[src/rtl/fwd_hazard_unit.sv]
`default_nettype none
// ============================================================================
// Module   : fwd_hazard_unit
// Purpose  : Operand forwarding and load-use hazard detection for the EX stage
//            of a 5-stage pipeline. Tracks EX/MEM/WB destination tags, picks
//            the freshest value for each EX source operand, stalls decode for
//            one cycle on a load-use dependency and counts stall cycles.
// Revision : 1.0 - initial release
// ============================================================================
module fwd_hazard_unit #(
   parameter int WIDTH    = 32,
   parameter int REG_BITS = 4,
   parameter int NSRC     = 2,
   parameter int ZERO_REG = 1,
   parameter int CNT_W    = 16
) (
   input  logic                     clk,
   input  logic                     rst_n,
   input  logic                     id_valid,
   input  logic [NSRC*REG_BITS-1:0] id_src,
   input  logic [NSRC-1:0]          id_src_used,
   input  logic [REG_BITS-1:0]      id_dst,
   input  logic                     id_we,
   input  logic                     id_is_load,
   input  logic                     flush,
   input  logic [NSRC*WIDTH-1:0]    ex_opnd_rf,
   input  logic [WIDTH-1:0]         mem_result,
   input  logic [WIDTH-1:0]         wb_result,
   input  logic                     stall_cnt_clr,
   output logic [NSRC*WIDTH-1:0]    ex_opnd,
   output logic                     stall,
   output logic                     fwd_err,
   output logic [CNT_W-1:0]         stall_cnt
);

   localparam logic [CNT_W-1:0]    CNT_MAX  = '1;
   localparam logic [CNT_W-1:0]    CNT_ONE  = CNT_W'(1);
   localparam logic [REG_BITS-1:0] TAG_ZERO = '0;
   localparam bit                  ZERO_EN  = (ZERO_REG != 0);

   // ------------------------------------------------------------------------
   // Tag pipeline. EX keeps the full record (its sources drive forwarding);
   // MEM and WB only need the producer fields, since nothing downstream of EX
   // ever looks at their source tags.
   // ------------------------------------------------------------------------
   logic                     ex_valid_q, ex_valid_d;
   logic                     ex_we_q,    ex_we_d;
   logic                     ex_load_q,  ex_load_d;
   logic [REG_BITS-1:0]      ex_dst_q,   ex_dst_d;
   logic [NSRC*REG_BITS-1:0] ex_src_q,   ex_src_d;
   logic [NSRC-1:0]          ex_used_q,  ex_used_d;

   logic                     mem_valid_q, mem_valid_d;
   logic                     mem_we_q,    mem_we_d;
   logic                     mem_load_q,  mem_load_d;
   logic [REG_BITS-1:0]      mem_dst_q,   mem_dst_d;

   logic                     wb_valid_q, wb_valid_d;
   logic                     wb_we_q,    wb_we_d;
   logic [REG_BITS-1:0]      wb_dst_q,   wb_dst_d;

   logic [CNT_W-1:0]         stall_cnt_q, stall_cnt_d;

   logic                     ex_take;
   logic                     hazard;
   logic [NSRC-1:0]          src_mem_hit;
   logic [NSRC-1:0]          src_haz;

   // Decode enters EX only when it is real, not held, and not killed.
   assign ex_take = id_valid & ~stall & ~flush;

   // Next-state of the tag records: decode into EX (or a fully cleared
   // bubble), then EX shifts into MEM and MEM into WB unconditionally.
   always_comb begin
      ex_valid_d  = ex_take;
      ex_we_d     = ex_take & id_we;
      ex_load_d   = ex_take & id_is_load;
      ex_dst_d    = ex_take ? id_dst      : TAG_ZERO;
      ex_src_d    = ex_take ? id_src      : '0;
      ex_used_d   = ex_take ? id_src_used : '0;

      mem_valid_d = ex_valid_q;
      mem_we_d    = ex_we_q;
      mem_load_d  = ex_load_q;
      mem_dst_d   = ex_dst_q;

      wb_valid_d  = mem_valid_q;
      wb_we_d     = mem_we_q;
      wb_dst_d    = mem_dst_q;
   end

   // Tag registers; reset discards every in-flight instruction.
   always_ff @(posedge clk or negedge rst_n) begin
      if (!rst_n) begin
         ex_valid_q  <= 1'b0;
         ex_we_q     <= 1'b0;
         ex_load_q   <= 1'b0;
         ex_dst_q    <= TAG_ZERO;
         ex_src_q    <= '0;
         ex_used_q   <= '0;
         mem_valid_q <= 1'b0;
         mem_we_q    <= 1'b0;
         mem_load_q  <= 1'b0;
         mem_dst_q   <= TAG_ZERO;
         wb_valid_q  <= 1'b0;
         wb_we_q     <= 1'b0;
         wb_dst_q    <= TAG_ZERO;
      end else begin
         ex_valid_q  <= ex_valid_d;
         ex_we_q     <= ex_we_d;
         ex_load_q   <= ex_load_d;
         ex_dst_q    <= ex_dst_d;
         ex_src_q    <= ex_src_d;
         ex_used_q   <= ex_used_d;
         mem_valid_q <= mem_valid_d;
         mem_we_q    <= mem_we_d;
         mem_load_q  <= mem_load_d;
         mem_dst_q   <= mem_dst_d;
         wb_valid_q  <= wb_valid_d;
         wb_we_q     <= wb_we_d;
         wb_dst_q    <= wb_dst_d;
      end
   end

   // ------------------------------------------------------------------------
   // Per-source forwarding (EX operands) and dependency detection (decode
   // sources against a load sitting in EX).
   // ------------------------------------------------------------------------
   generate
      for (genvar gi = 0; gi < NSRC; gi++) begin : g_src
         logic [REG_BITS-1:0] src_tag;
         logic                src_zero;
         logic                mem_hit;
         logic                wb_hit;
         logic [REG_BITS-1:0] id_tag;
         logic                id_zero;

         assign src_tag  = ex_src_q[gi*REG_BITS +: REG_BITS];
         assign src_zero = ZERO_EN && (src_tag == TAG_ZERO);

         // MEM holds the younger producer, so it is checked before WB.
         assign mem_hit  = ex_used_q[gi] & mem_valid_q & mem_we_q &
                           (mem_dst_q == src_tag) & ~src_zero;
         assign wb_hit   = ex_used_q[gi] & wb_valid_q & wb_we_q &
                           (wb_dst_q == src_tag) & ~src_zero;

         assign ex_opnd[gi*WIDTH +: WIDTH] =
            mem_hit ? mem_result :
            wb_hit  ? wb_result  :
                      ex_opnd_rf[gi*WIDTH +: WIDTH];

         assign src_mem_hit[gi] = mem_hit;

         assign id_tag   = id_src[gi*REG_BITS +: REG_BITS];
         assign id_zero  = ZERO_EN && (id_tag == TAG_ZERO);
         assign src_haz[gi] = id_src_used[gi] & (id_tag == ex_dst_q) & ~id_zero;
      end
   endgenerate

   // A load in MEM has no data yet; forwarding from it means a missed stall.
   assign fwd_err = mem_load_q & (|src_mem_hit);

   // Load-use: decode reads what the load in EX will write.
   assign hazard  = id_valid & ex_valid_q & ex_load_q & ex_we_q & (|src_haz);

   // A flushed consumer is dead, so there is nothing to wait for.
   assign stall   = hazard & ~flush;

   // ------------------------------------------------------------------------
   // Saturating stall-cycle counter; clear beats increment.
   // ------------------------------------------------------------------------
   // Next counter value.
   always_comb begin
      stall_cnt_d = stall_cnt_q;
      if (stall_cnt_clr) begin
         stall_cnt_d = '0;
      end else if (stall && (stall_cnt_q != CNT_MAX)) begin
         stall_cnt_d = stall_cnt_q + CNT_ONE;
      end
   end

   // Counter register.
   always_ff @(posedge clk or negedge rst_n) begin
      if (!rst_n) begin
         stall_cnt_q <= '0;
      end else begin
         stall_cnt_q <= stall_cnt_d;
      end
   end

   assign stall_cnt = stall_cnt_q;

endmodule
`default_nettype wire

[config.mk]
export PLATFORM = sky130hd
export DESIGN_NAME = fwd_hazard_unit
export DESIGN_NICKNAME = d
export VERILOG_FILES = /design/src/rtl/fwd_hazard_unit.sv
export SDC_FILE = /design/constraint.sdc
export NUM_CORES = 1
export LEC_CHECK = 0
export ABC_AREA = 1
export BUFFER_PORTS_ARGS = -buffer_cell sky130_fd_sc_hd__buf_4
export CAP_MARGIN = 5
export CORE_MARGIN = 10
export CORE_UTILIZATION = 50
export DETAILED_ROUTE_END_ITERATION = 7
export GPL_TIMING_DRIVEN = 1
export PLACE_DENSITY = 0.95
export SYNTH_ARGS = -nofsm -noshare
export SYNTH_HDL_FRONTEND = slang
export SYNTH_SLANG_ARGS = --single-unit
export TNS_END_PERCENT = 1
[constraint.sdc]
create_clock -name clk -period 5.9 [get_ports clk]
set_clock_uncertainty 0.2 [all_clocks]
set_input_delay 1.77 -clock clk [delete_from_list [all_inputs] [get_ports clk]]
set_output_delay 1.77 -clock clk [all_outputs]
set_load 0.05 [all_outputs]
# After elaboration in Yosys (flattened, before gate mapping)
# Index checks and enable logic that the tools add are counted.
[totals]
word_cells = 75
in_bits = 149
regBits = 46
[op_classes]
n_reduce_logical = 8
n_bitwise = 36
addsub = 1
eq_ne = 7
mux = 9
[op_table]
columns = ["op", "count"]
rows = [
  ["two-way mux 32 bit", 4],
  ["two-way mux 16 bit", 2],
  ["bitwise AND 1 bit", 30],
  ["equality test 4 bit", 6],
  ["adder 16 x 1 -> 16 bit (second input constant)", 1],
  ["logical NOT 4 bit", 4],
  ["!= test 16 bit (second input constant)", 1],
  ["two-way mux 8 bit", 1],
  ["NOT 1 bit", 6],
  ["two-way mux 4 bit", 1],
  ["OR reduction 2 bit", 2],
  ["two-way mux 2 bit", 1],
  ["nonzero test 2 bit", 1],
  ["logical AND 1 bit", 1],
]

# Longest topological paths before layout
# Gate-level depths: netlist of the first run.
[logic_depth]
depth_word = 10
mapped_depth = 11

# Worst setup path before layout of the first run
# OpenSTA, ideal clock, no wires.
[synth_timing]
kind = "input to output"
from = "input port mem_result[26]"
to = "output port ex_opnd[26]"
setup_slack_ns = 1.031
t_required_ns = 3.930
path_buffers = 0
arrival_time_ns = 2.899
cell_stages = 2
path_cell_list = "inv_1 -> o21ai_0"
[synth_via]
elab_chain_len = 1
[synth_lines]
columns = ["item", "line", "text"]
rows = [
  ["from (decl)", "27", "input logic [WIDTH-1:0] mem_result,"],
  ["two-way mux 32 bit", "148", "mem_hit ? mem_result :"],
  ["to (decl)", "30", "output logic [NSRC*WIDTH-1:0] ex_opnd,"],
]
# Every way passes these cells.

# Worst setup path after layout of the first run
[layout_timing]
from = "register ex_src_q[2]"
to = "output port ex_opnd[0]"
[layout_via]
elab_chain_len = 5
elab_cells_between_ends = 10
[layout_lines]
columns = ["item", "line", "text"]
rows = [
  ["from (decl)", "50", "logic [NSRC*REG_BITS-1:0] ex_src_q, ex_src_d;"],
  ["from (signal assigned)", "113", "ex_src_q <= ex_src_d;"],
  ["equality test 4 bit or logical NOT 4 bit (tied branches)", "145, 139", ""],
  ["bitwise AND 1 bit or NOT 1 bit (tied branches)", "144, 143, 145", ""],
  ["bitwise AND 1 bit", "145", "(wb_dst_q == src_tag) & ~src_zero;"],
  ["two-way mux 32 bit", "149", "wb_hit ? wb_result :"],
  ["two-way mux 32 bit *", "148", ""],
]
# Every way passes the cells marked *; elsewhere a longest branch is shown, timed or not.

==> results of run 1 <==
==> area by class of cell <==
type / count / area [um2] / share of cell area
Inverter: 174 / 653.1 / 0.1055
Sequential cell: 46 / 1151 / 0.1859
Timing Repair Buffer: 238 / 1787 / 0.2885
Multi-Input combinational cell: 488 / 2372 / 0.3830
Clock buffer: 5 / 68.82 / 0.01111
Clock inverter: 3 / 26.28 / 0.004242
Tap cell: 108 / 135.1 / 0.02182
==> per-stage QoR <==
stage          area (um2)  hold WS [ns]
2_1_floorplan        4377        0.1540
3_3_place_gp         6098        0.1761
3_5_place_dp         6098        0.1739
4_1_cts              6193        0.2023
5_1_grt              6193        0.2090
6_report             6193        0.2022
==> report_power, final <==
part           internal [mW]  switching, mW  total (mW)
sequential             0.325         0.0111       0.337
combinational          0.133          0.211       0.345
clock                 0.0881          0.122       0.210
total                  0.547          0.344       0.891
==> layer usage <==
metal	wire, um	vias up
met2	8675	318
met5	0	-
li1	-	2747
met3	1780	27
met4	383	0
met1	6342	2508
==> how the worst max path moves through the flow <==
stage | start | end | cells past startpoint
CTS | id_src[5] | stall | 10
detailed placement | id_src[5] | stall | 9
floorplan | mem_result[26] | ex_opnd[26] | 2
finish | ex_src_q[2] | ex_opnd[0] | 8
global placement | id_src[5] | stall | 10
global route | ex_src_q[2] | ex_opnd[0] | 8
==> worst register-to-register path, delay by kind of cell (launching register included) <==
kind	cells	cell delay, ns
adder cells (fa/ha/maj)	1	0.29
AND/OR/NAND/NOR	7	1.10
flip-flops	1	0.45
==> kinds of logic after synthesis <==
group	Yosys count	synth area share
adders and majority gates	1	0.002858
and+or+nand+nor	402	0.4260
xor gates and xnor gates	15	0.03002
AOI/OAI and AO/OA	70	0.08205
buffers and inverters	215	0.1961
DFF	46	0.2630
==> cells in the final DEF (no fill, tap or decap) <==
cell type and count:
clkbuf_8 5, ha_1 1, nor3_2 1, nand3_4 1
inv_6 3, nor3b_1 1, o21ai_1 44, a21oi_2 1
nand3_1 126, nand2_1 161, nor3_4 2, xor2_1 10
inv_1 173, nand4_2 1, dfrtp_1 46, a21boi_0 1
nor2_1 54, nand3_2 2, or2_0 2, nand2_4 1
nand2_2 2, clkinv_1 1, o21ai_0 20, buf_4 238
and3_1 1, a21oi_1 2, xnor2_1 5, nor2_2 4
nand4_1 37, o22ai_1 2, nand3b_1 1, nor3_1 5
==> state kept, by name, indices dropped and copies added, names as in the netlist <==
register,count
mem_load_q,1
wb_dst_q,4
ex_dst_q,4
mem_valid_q,1
wb_valid_q,1
stall_cnt,16
mem_dst_q,4
ex_load_q,1
ex_valid_q,1
ex_used_q,2
ex_src_q,8
wb_we_q,1
mem_we_q,1
ex_we_q,1
==> flow_summary_export.csv, run 1 <==
group,metric,value,unit
yosys,yosys-top-cells-count,"173 x inv_1, 162 x nand2_1, 126 x nand3_1",
worst_hold_path,min_path_cells,0,
layout,stdcell_count,1062,
floorplan,start_util,0.5068,
clocking,cts.clk_slew.worst_paths,0.10,ns
critical_path,reg2regPathDepth,8,
layout,nFillCells,706,
yosys,synth_edf_count,0,
critical_path,cp.required,3.93,ns
grt,use_met1,0.2891,
status,status,"finished, final reports clean",
yosys,syn-cell-area,0.004377,mm2
grt,grt_pass1_vias,5175,
placement,dp_cells,1054,
grt,grt_busiest_layer,"met2",
layout,post-route-util,0.7172,
timing,slew_viol_final,0,
yosys,yosysWarnings,0,
critical_path,crit_chain,"nor2_1 > nand3_1 > nand4_1 > nor2_1 > nand2_2 > nand3_1 > o21ai_0 > buf_4",
layout,final_nets,1103,
placement,place_ws,1.246,ns
route,vias,5600,
floorplan,fp.coreArea,0.008636,mm2
placement,gp_congestion,0.9204,
grt,grt_overflow,0,
yosys,ys_async_sr_fraction,1.000,
grt,antenna_found_initial,0,
critical_path,crit_fanout,65,
clocking,max-clock-path-buffers,2,
route,drc_errors,0,
timing,final.period_utilization,0.7985,
route,first_pass_iters,5,
timing,setup_ws,1.189,ns
pwr,peakVddDrop,0.2062,mV
grt,met2_usage,0.4406,
critical_path,timing.rr.end,"stall_cnt[3]",
grt,grt_pass1_wl,26.88,mm
clocking,tritoncts,"done",
yosys,synthDistinctLibCells,35,
yosys,yosysSeqAreaShare,0.2630,
layout,diodes,0,
route,viasPerCell,5.273,
critical_path,worstPathBufferInverterCount,1,
yosys,syn_inst,749,
pwr,finalPower,0.8912,mW
run,drv_cap,0,
timing,hold_viol,0,
grt,grt_max_degree,66,
floorplan,row_count,34,
pwr,p_leak,3.790,nW
placement,dpl.hpwl,13.04,mm
floorplan,die_area,0.01290,mm2
clocking,cts_root_buf,"clkbuf_8",
yosys,syn-num-nets,899,
yosys,synth_top_area_frac,0.2630,
worst_hold_path,worstHoldStart,"ex_valid_q",
clocking,cts_buffers,5,
grt,track_usage,0.2494,
clocking,ctsHoldBuffers,0,
timing,tns,0,ns
pwr,powerDensity,143.9,mW/mm2
worst_hold_path,min_to,"mem_valid_q",
clocking,cts.sinks,46,
clocking,cts_setup_buffers,0,
timing,slew_headroom,0.2076,
placement,io_buffers,230,
yosys,synth.most_common_cell,"inv_1",
yosys,yosys-top-cells-area,"dfrtp_1 26%, inv_1 15%, nand3_1 14%, nand2_1 14%, nand4_1 5.3%",
timing,clock.fmax,212.3,MHz
timing,post-route-min-period,4.711,ns
critical_path,criticalPathCategory,"register to output port",
critical_path,cp-start-kind,"register",
clocking,insertion_delay,0.31,ns
floorplan,die_y,113.6,um
floorplan,io_pins,231,
critical_path,crit_arrival,2.74,ns
timing,tightest_slew,1.184,ns
timing,finalSetupViolCount,0,
grt,grt_use_met3,0.06824,
critical_path,crit-reg2reg-launch,"stall_cnt[0]",
timing,rsz0062_at_grt,"no",
critical_path,endpoint_kind,"output port",
critical_path,crit_path_max_incr_delay,0.84,ns
critical_path,cp_top_family,"simple AND/OR/NAND/NOR gates",
worst_hold_path,min_path_type,"register to register",
yosys,synth-main-ff-cell,"dfrtp_1",
layout,drive_gt1_frac,0.2736,
route,ant_nets,0,
clocking,cts_resized,0,
layout,area_growth,41.51,%
clocking,cts.htree.levels,2,
critical_path,ff2ff_setup_slack,3.74,ns
route,wl,17.18,mm
route,post_drt_wl_per_cell,16.18,um
route,initialDrtViolationCount,506,
yosys,syn_area_per_cell,5.843,um2
yosys,synth-seq-cells,46,
floorplan,die_w,113.6,um
critical_path,cp_slowest_cell,"nand2_2",
yosys,synth_top_area_cell,"dfrtp_1",
Power figures use the tool's default switching activity.
==> run 2, diff against run 1 <==
--- a/config.mk
+++ b/config.mk
@@ -5,14 +5,14 @@
 export SDC_FILE = /design/constraint.sdc
 export NUM_CORES = 1
 export LEC_CHECK = 0
-export ABC_AREA = 1
+export ABC_AREA = 0
 export BUFFER_PORTS_ARGS = -buffer_cell sky130_fd_sc_hd__buf_4
 export CAP_MARGIN = 5
 export CORE_MARGIN = 10
-export CORE_UTILIZATION = 50
+export CORE_UTILIZATION = 43
 export DETAILED_ROUTE_END_ITERATION = 7
 export GPL_TIMING_DRIVEN = 1
-export PLACE_DENSITY = 0.95
+export PLACE_DENSITY = 0.89
 export SYNTH_ARGS = -nofsm -noshare
 export SYNTH_HDL_FRONTEND = slang
 export SYNTH_SLANG_ARGS = --single-unit
==> constraint.sdc (replaced) <==
create_clock -name clk -period 4.35 [get_ports clk]
set_clock_uncertainty 0.2 [all_clocks]
set_input_delay 1.305 -clock clk [delete_from_list [all_inputs] [get_ports clk]]
set_output_delay 1.305 -clock clk [all_outputs]
set_load 0.05 [all_outputs]
==> run 2 against run 1 <==
Effect of this change:
- routed wire length down 18%
- global-route usage down 3.5 points
- worst setup slack worse by 0.92 ns
- synthesized cell count down 44%
- critical endpoint is now ex_opnd[30]
==> flow_summary_export.csv, run 2 <==
group,metric,value,unit
clocking,max-clock-path-buffers,2,
clocking,cts_resized,0,
floorplan,die_w,110.2,um
floorplan,die_area,0.01213,mm2
pwr,p_leak,3.090,nW
layout,area_growth,54.35,%
yosys,synth-main-ff-cell,"dfrtp_1",
yosys,syn_area_per_cell,8.400,um2
critical_path,criticalPathCategory,"register to output port",
placement,gp_congestion,0.8912,
worst_hold_path,min_path_cells,0,
grt,grt_max_degree,47,
critical_path,crit_arrival,2.58,ns
timing,post-route-min-period,4.081,ns
clocking,insertion_delay,0.29,ns
yosys,synth_top_area_frac,0.3294,
timing,clock.fmax,245.1,MHz
timing,final.period_utilization,0.9381,
route,post_drt_wl_per_cell,19.36,um
clocking,cts_setup_buffers,0,
yosys,syn-num-nets,566,
route,first_pass_iters,5,
yosys,synthDistinctLibCells,37,
worst_hold_path,min_path_type,"register to register",
floorplan,start_util,0.4476,
clocking,tritoncts,"done",
yosys,yosysSeqAreaShare,0.3294,
clocking,cts.clk_slew.worst_paths,0.08,ns
critical_path,cp-start-kind,"register",
timing,tns,0,ns
route,ant_nets,0,
critical_path,reg2regPathDepth,5,
layout,drive_gt1_frac,0.4089,
timing,rsz0062_at_grt,"no",
worst_hold_path,min_to,"wb_valid_q",
yosys,synth-seq-cells,46,
timing,worst_hold_slack,0.1792,ns
route,viasPerCell,5.464,
critical_path,crit_fanout,28,
pwr,peakVddDrop,0.2137,mV
grt,grt_pass1_wl,20.89,mm
grt,grt_pass1_vias,3974,
grt,grt_overflow,0,
route,vias,3978,
layout,nFillCells,584,
placement,io_buffers,230,
layout,final_common_cell,"buf_4",
route,initialDrtViolationCount,190,
floorplan,fp.coreArea,0.007807,mm2
timing,slew_headroom,0.2219,
critical_path,cp.required,2.84,ns
yosys,syn_inst,416,
critical_path,endpoint_kind,"output port",
yosys,yosys-top-cells-area,"dfrtp_1 33%, mux2i_1 19%, a21oi_1 9.7%, nor2_1 8.2%, xnor2_1 4.0%",
timing,tightest_slew,1.166,ns
route,wl,14.09,mm
layout,most-common-layout-cells,"233 x buf_4, 76 x nor2_1, 68 x a21oi_1",
timing,hold_viol,0,
route,drc_errors,0,
timing,finalSetupViolCount,0,
clocking,ctsHoldBuffers,0,
grt,track_usage,0.2142,
floorplan,row_count,32,
yosys,synth_edf_count,0,
yosys,syn-cell-area,0.003495,mm2
status,status,"finished, final reports clean",
yosys,ys_async_sr_fraction,1.000,
layout,diodes,0,
yosys,synth_top_area_cell,"dfrtp_1",
floorplan,die_y,110.2,um
pwr,powerDensity,209.8,mW/mm2
floorplan,io_pins,231,
grt,antenna_found_initial,0,
yosys,yosys-top-cells-count,"76 x nor2_1, 68 x a21oi_1, 65 x mux2i_1",
critical_path,ff2ff_setup_slack,1.49,ns
critical_path,timing.rr.end,"stall_cnt[9]",
worst_hold_path,worstHoldStart,"mem_valid_q",
timing,slew_viol_final,0,
run,drv_cap,0,
clocking,cts_root_buf,"clkbuf_8",
placement,dpl.hpwl,11.43,mm
clocking,cts.sinks,46,
layout,final_nets,776,
clocking,cts_buffers,5,
yosys,synth.most_common_cell,"nor2_1",
clocking,cts.htree.levels,2,
layout,largest_reg_flops,16,
critical_path,crit-reg2reg-launch,"ex_dst_q[0]",
yosys,yosysWarnings,0,
run 2: cell count changes after synthesis, sizes merged, moves of 16 or more:
cell   before  now
mux2i       0   65
nand3     129    5
nand4      38   10
a21oi       3   68
nand2     164    8
nor2       58   76
and3        1   19
buf        29   13
inv       173    2
o21ai      64    0
run 2: kinds of logic after synthesis:
group	Yosys count	synth area share
multiplexers	74	0.2152
AND/OR/NAND/NOR	155	0.2188
XOR/XNOR	24	0.06015
flip-flops	46	0.3294
adder cells (fa/ha/maj)	1	0.003580
buffers and inverters	34	0.04082
AO/OA/AOI/OAI	82	0.1321
run 2: through the flow:
step	instance area, um2	total power [mW]	std cells	util	setup WS, ns
floorplan	3495	0.6333	416	-	0.3596
global placement	5281	0.8118	721	0.6764	0.4699
detailed placement	5281	0.8219	721	0.6764	0.3884
CTS	5394	1.140	728	0.6909	0.2603
global route	5394	1.183	728	0.6909	0.1409
finish	5394	1.132	728	0.6909	0.2693
run 2: per-layer routing:
layer | GRT usage | part of all wire
met1 | 0.2376 | 0.37
met2 | 0.4009 | 0.53
met3 | 0.04411 | 0.087
met4 | 0.06330 | 0.021
met5 | 0 | 0
run 2: worst max-delay path, stage by stage (launching register included):
cell     delay (ns)
dfrtp_1        0.42
o41a_1         0.22
nand4_1        0.09
or4_2          0.71
buf_12         0.25
mux2i_1        0.24
a21oi_1        0.10
buf_4          0.22
run 2: final cells by class:
| class | instances | area (um2) | share of cell area |
|---|---|---|---|
| clock inverters | 1 | 30.03 | 0.005567 |
| clock buffers | 6 | 82.58 | 0.01531 |
| repair buffers | 235 | 1789 | 0.3317 |
| inverters | 2 | 7.507 | 0.001392 |
| multi-input cells | 336 | 2206 | 0.4090 |
| well taps | 102 | 127.6 | 0.02366 |
| flip-flops and latches | 46 | 1151 | 0.2134 |
run 2: worst max-delay path by stage:
stage | startpoint | endpoint | slack [ns] | cells after the start
3_5_place_dp | id_src[0] | stall | 0.39 | 5
6_report | ex_src_q[0] | ex_opnd[30] | 0.27 | 7
4_1_cts | ex_src_q[0] | ex_opnd[30] | 0.26 | 7
2_1_floorplan | ex_src_q[4] | fwd_err | 0.36 | 6
3_3_place_gp | id_src[0] | stall | 0.47 | 5
5_1_grt | ex_src_q[6] | ex_opnd[47] | 0.14 | 7
run 2: where the power goes:
part           total (mW)  leakage, nW  internal, mW  switching [mW]
Sequential          0.450        0.626         0.438          0.0113
Combinational       0.364         2.41         0.163           0.201
Clock               0.318       0.0573         0.184           0.134
Total                1.13         3.09         0.785           0.347
==> run 3, diff against run 2 <==
--- a/config.mk
+++ b/config.mk
@@ -6,8 +6,9 @@
 export NUM_CORES = 1
 export LEC_CHECK = 0
 export ABC_AREA = 0
-export BUFFER_PORTS_ARGS = -buffer_cell sky130_fd_sc_hd__buf_4
-export CAP_MARGIN = 5
+export BUFFER_PORTS_ARGS = -buffer_cell sky130_fd_sc_hd__buf_2
+export CAP_MARGIN = 20
+export CORE_ASPECT_RATIO = 1.1
 export CORE_MARGIN = 10
 export CORE_UTILIZATION = 43
 export DETAILED_ROUTE_END_ITERATION = 7
==> run 3 against run 2 <==
Effect of this change:
- combinational power decreased by 16%
- total power fell by 5.1%
- largest cell class unchanged
- flip-flop and latch count stayed put
- register-to-register slack better by 0.36 ns
- die area about the same
- utilization shrank 8.0 points
- critical endpoint is now ex_opnd[24]
- first-iteration DRC count is 4.2% lower
- critical path depth did not move
==> flow_summary_export.csv, run 3 (synthesis gave the netlist of run 2 again) <==
group,metric,value,unit
critical_path,crit_fanout,32,
layout,drive_gt1_frac,0.4099,
floorplan,die_y,114.6,um
critical_path,cp.required,2.84,ns
route,initialDrtViolationCount,182,
layout,final_nets,776,
placement,place_ws,0.3664,ns
timing,post-route-min-period,4.122,ns
grt,grt_pass1_vias,4047,
pwr,p_leak,2.912,nW
critical_path,reg2regPathDepth,6,
grt,track_usage,0.2035,
placement,gp_congestion,0.8638,
route,vias,4015,
floorplan,io_pins,231,
pwr,pwr-share-seq,0.418,
worst_hold_path,min_path_type,"register to register",
floorplan,fp.coreArea,0.007913,mm2
critical_path,crit_chain,"o41a_1 > nand4_1 > or4_2 > buf_4 > mux2i_1 > a21oi_1 > buf_2",
clocking,cts_resized,0,
clocking,cts.sinks,46,
pwr,clkPwrFrac,0.297,
layout,largest_reg_flops,16,
pwr,peakVddDrop,0.2301,mV
route,first_pass_iters,5,
status,status,"finished, final reports clean",
critical_path,crit_path_max_incr_delay,0.53,ns
timing,rsz0062_at_grt,"no",
critical_path,ff2ff_setup_slack,1.85,ns
pwr,p_sw,0.3562,mW
timing,hold_viol,0,
clocking,max-clock-path-buffers,2,
placement,io_buffers,230,
layout,final_common_cell,"buf_2",
clocking,cts.htree.levels,2,
timing,tightest_slew,0.9701,ns
critical_path,timing.rr.end,"stall_cnt[15]",
worst_hold_path,min_path_cells,0,
clocking,cts_buffers,5,
timing,slew_viol_final,0,
critical_path,endpoint_kind,"output port",
layout,final_area,0.004836,mm2
critical_path,criticalPathCategory,"register to output port",
floorplan,start_util,0.4417,
timing,clock.fmax,242.6,MHz
floorplan,die_w,106.0,um
clocking,cts.clk_slew.worst_paths,0.09,ns
pwr,powerDensity,222.1,mW/mm2
floorplan,row_count,34,
layout,area_growth,38.38,%
clocking,cts_setup_buffers,0,
clocking,cts_root_buf,"clkbuf_8",
critical_path,cp-start-kind,"register",
route,drc_errors,0,
pwr,p_int,0.7181,mW
run,drv_cap,0,
critical_path,crit_arrival,2.62,ns
timing,finalSetupViolCount,0,
placement,placed_area,0.004706,mm2
timing,worst_hold_slack,0.1843,ns
timing,setup_ws,0.2276,ns
grt,grt_pass1_wl,20.58,mm
floorplan,die_area,0.01214,mm2
timing,tns,0,ns
timing,slew_headroom,0.3533,
route,post_drt_wl_per_cell,18.13,um
clocking,tritoncts,"done",
pwr,combPwrFrac,0.285,
clocking,insertion_delay,0.29,ns
timing,final.period_utilization,0.9477,
clocking,ctsHoldBuffers,0,
layout,most-common-layout-cells,"230 x buf_2, 76 x nor2_1, 68 x a21oi_1",
critical_path,cp_slowest_cell,"or4_2",
route,ant_nets,0,
layout,post-route-util,0.6112,
route,wl,13.34,mm
grt,antenna_found_initial,1,
pwr,p_sw_frac,0.3315,
layout,nFillCells,674,
route,viasPerCell,5.455,
worst_hold_path,min_to,"wb_valid_q",
placement,dpl.hpwl,10.93,mm
worst_hold_path,worstHoldStart,"mem_valid_q",
critical_path,crit-reg2reg-launch,"ex_dst_q[2]",
grt,grt_overflow,0,
grt,grt_max_degree,51,
run 3: cell count changes in the layout (fill, tap and decap cells not counted), sizes merged:
cell / delta
inv: +1
diode: +1
clkbuf: -1
clkinv: +1
run 3: metrics by stage:
step,total power [mW],std cells
after detailed placement,0.7645,726
final,1.074,736
after CTS,1.079,734
after floorplan,0.6333,416
after global routing,1.116,736
after global placement,0.7554,726
run 3: worst max path at each step:
stage / startpoint / end / slack [ns] / cells past startpoint
after CTS: ex_src_q[0] / ex_opnd[24] / 0.23 / 7
after floorplan: ex_src_q[4] / fwd_err / 0.36 / 6
after detailed placement: id_src[0] / stall / 0.37 / 5
after global routing: ex_src_q[0] / ex_opnd[8] / 0.13 / 7
after global placement: id_src[0] / stall / 0.47 / 5
final: ex_src_q[0] / ex_opnd[24] / 0.23 / 7
run 3: power by group through the flow:
stage          sequential, mW  combinational (mW)  clock [mW]
2_1_floorplan           0.455               0.179           0
3_3_place_gp            0.457               0.299           0
3_5_place_dp            0.458               0.307           0
4_1_cts                 0.449               0.308       0.322
5_1_grt                 0.451               0.328       0.338
6_report                0.449               0.306       0.319
run 3: final cells by class:
| class | instances | area (um2) | area share |
|---|---|---|---|
| Clock inverter | 3 | 43.79 | 0.009056 |
| Timing Repair Buffer | 235 | 1221 | 0.2525 |
| Sequential cell | 46 | 1151 | 0.2380 |
| Inverter | 2 | 7.507 | 0.001552 |
| Clock buffer | 5 | 68.82 | 0.01423 |
| Antenna cell | 1 | 2.502 | 0.0005175 |
| Tap cell | 108 | 135.1 | 0.02794 |
| Multi-Input combinational cell | 336 | 2206 | 0.4561 |
run 3: critical path: cells and delay by family (launching register included):
family                 cells  cell delay, ns
AND/OR/NAND/NOR            2            0.63
buffers and inverters      2            0.61
flip-flops                 1            0.44
AO/OA/AOI/OAI              2            0.41
multiplexers               1            0.19
run 3: layer usage:
| metal | wire length (um) | GRT usage | up-vias |
|---|---|---|---|
| met5 | 0 | 0 | - |
| met4 | 313 | 0.05781 | 0 |
| met3 | 1092 | 0.04617 | 26 |
| met2 | 7052 | 0.3870 | 216 |
| met1 | 4882 | 0.2185 | 1865 |
| li1 | - | - | 1908 |
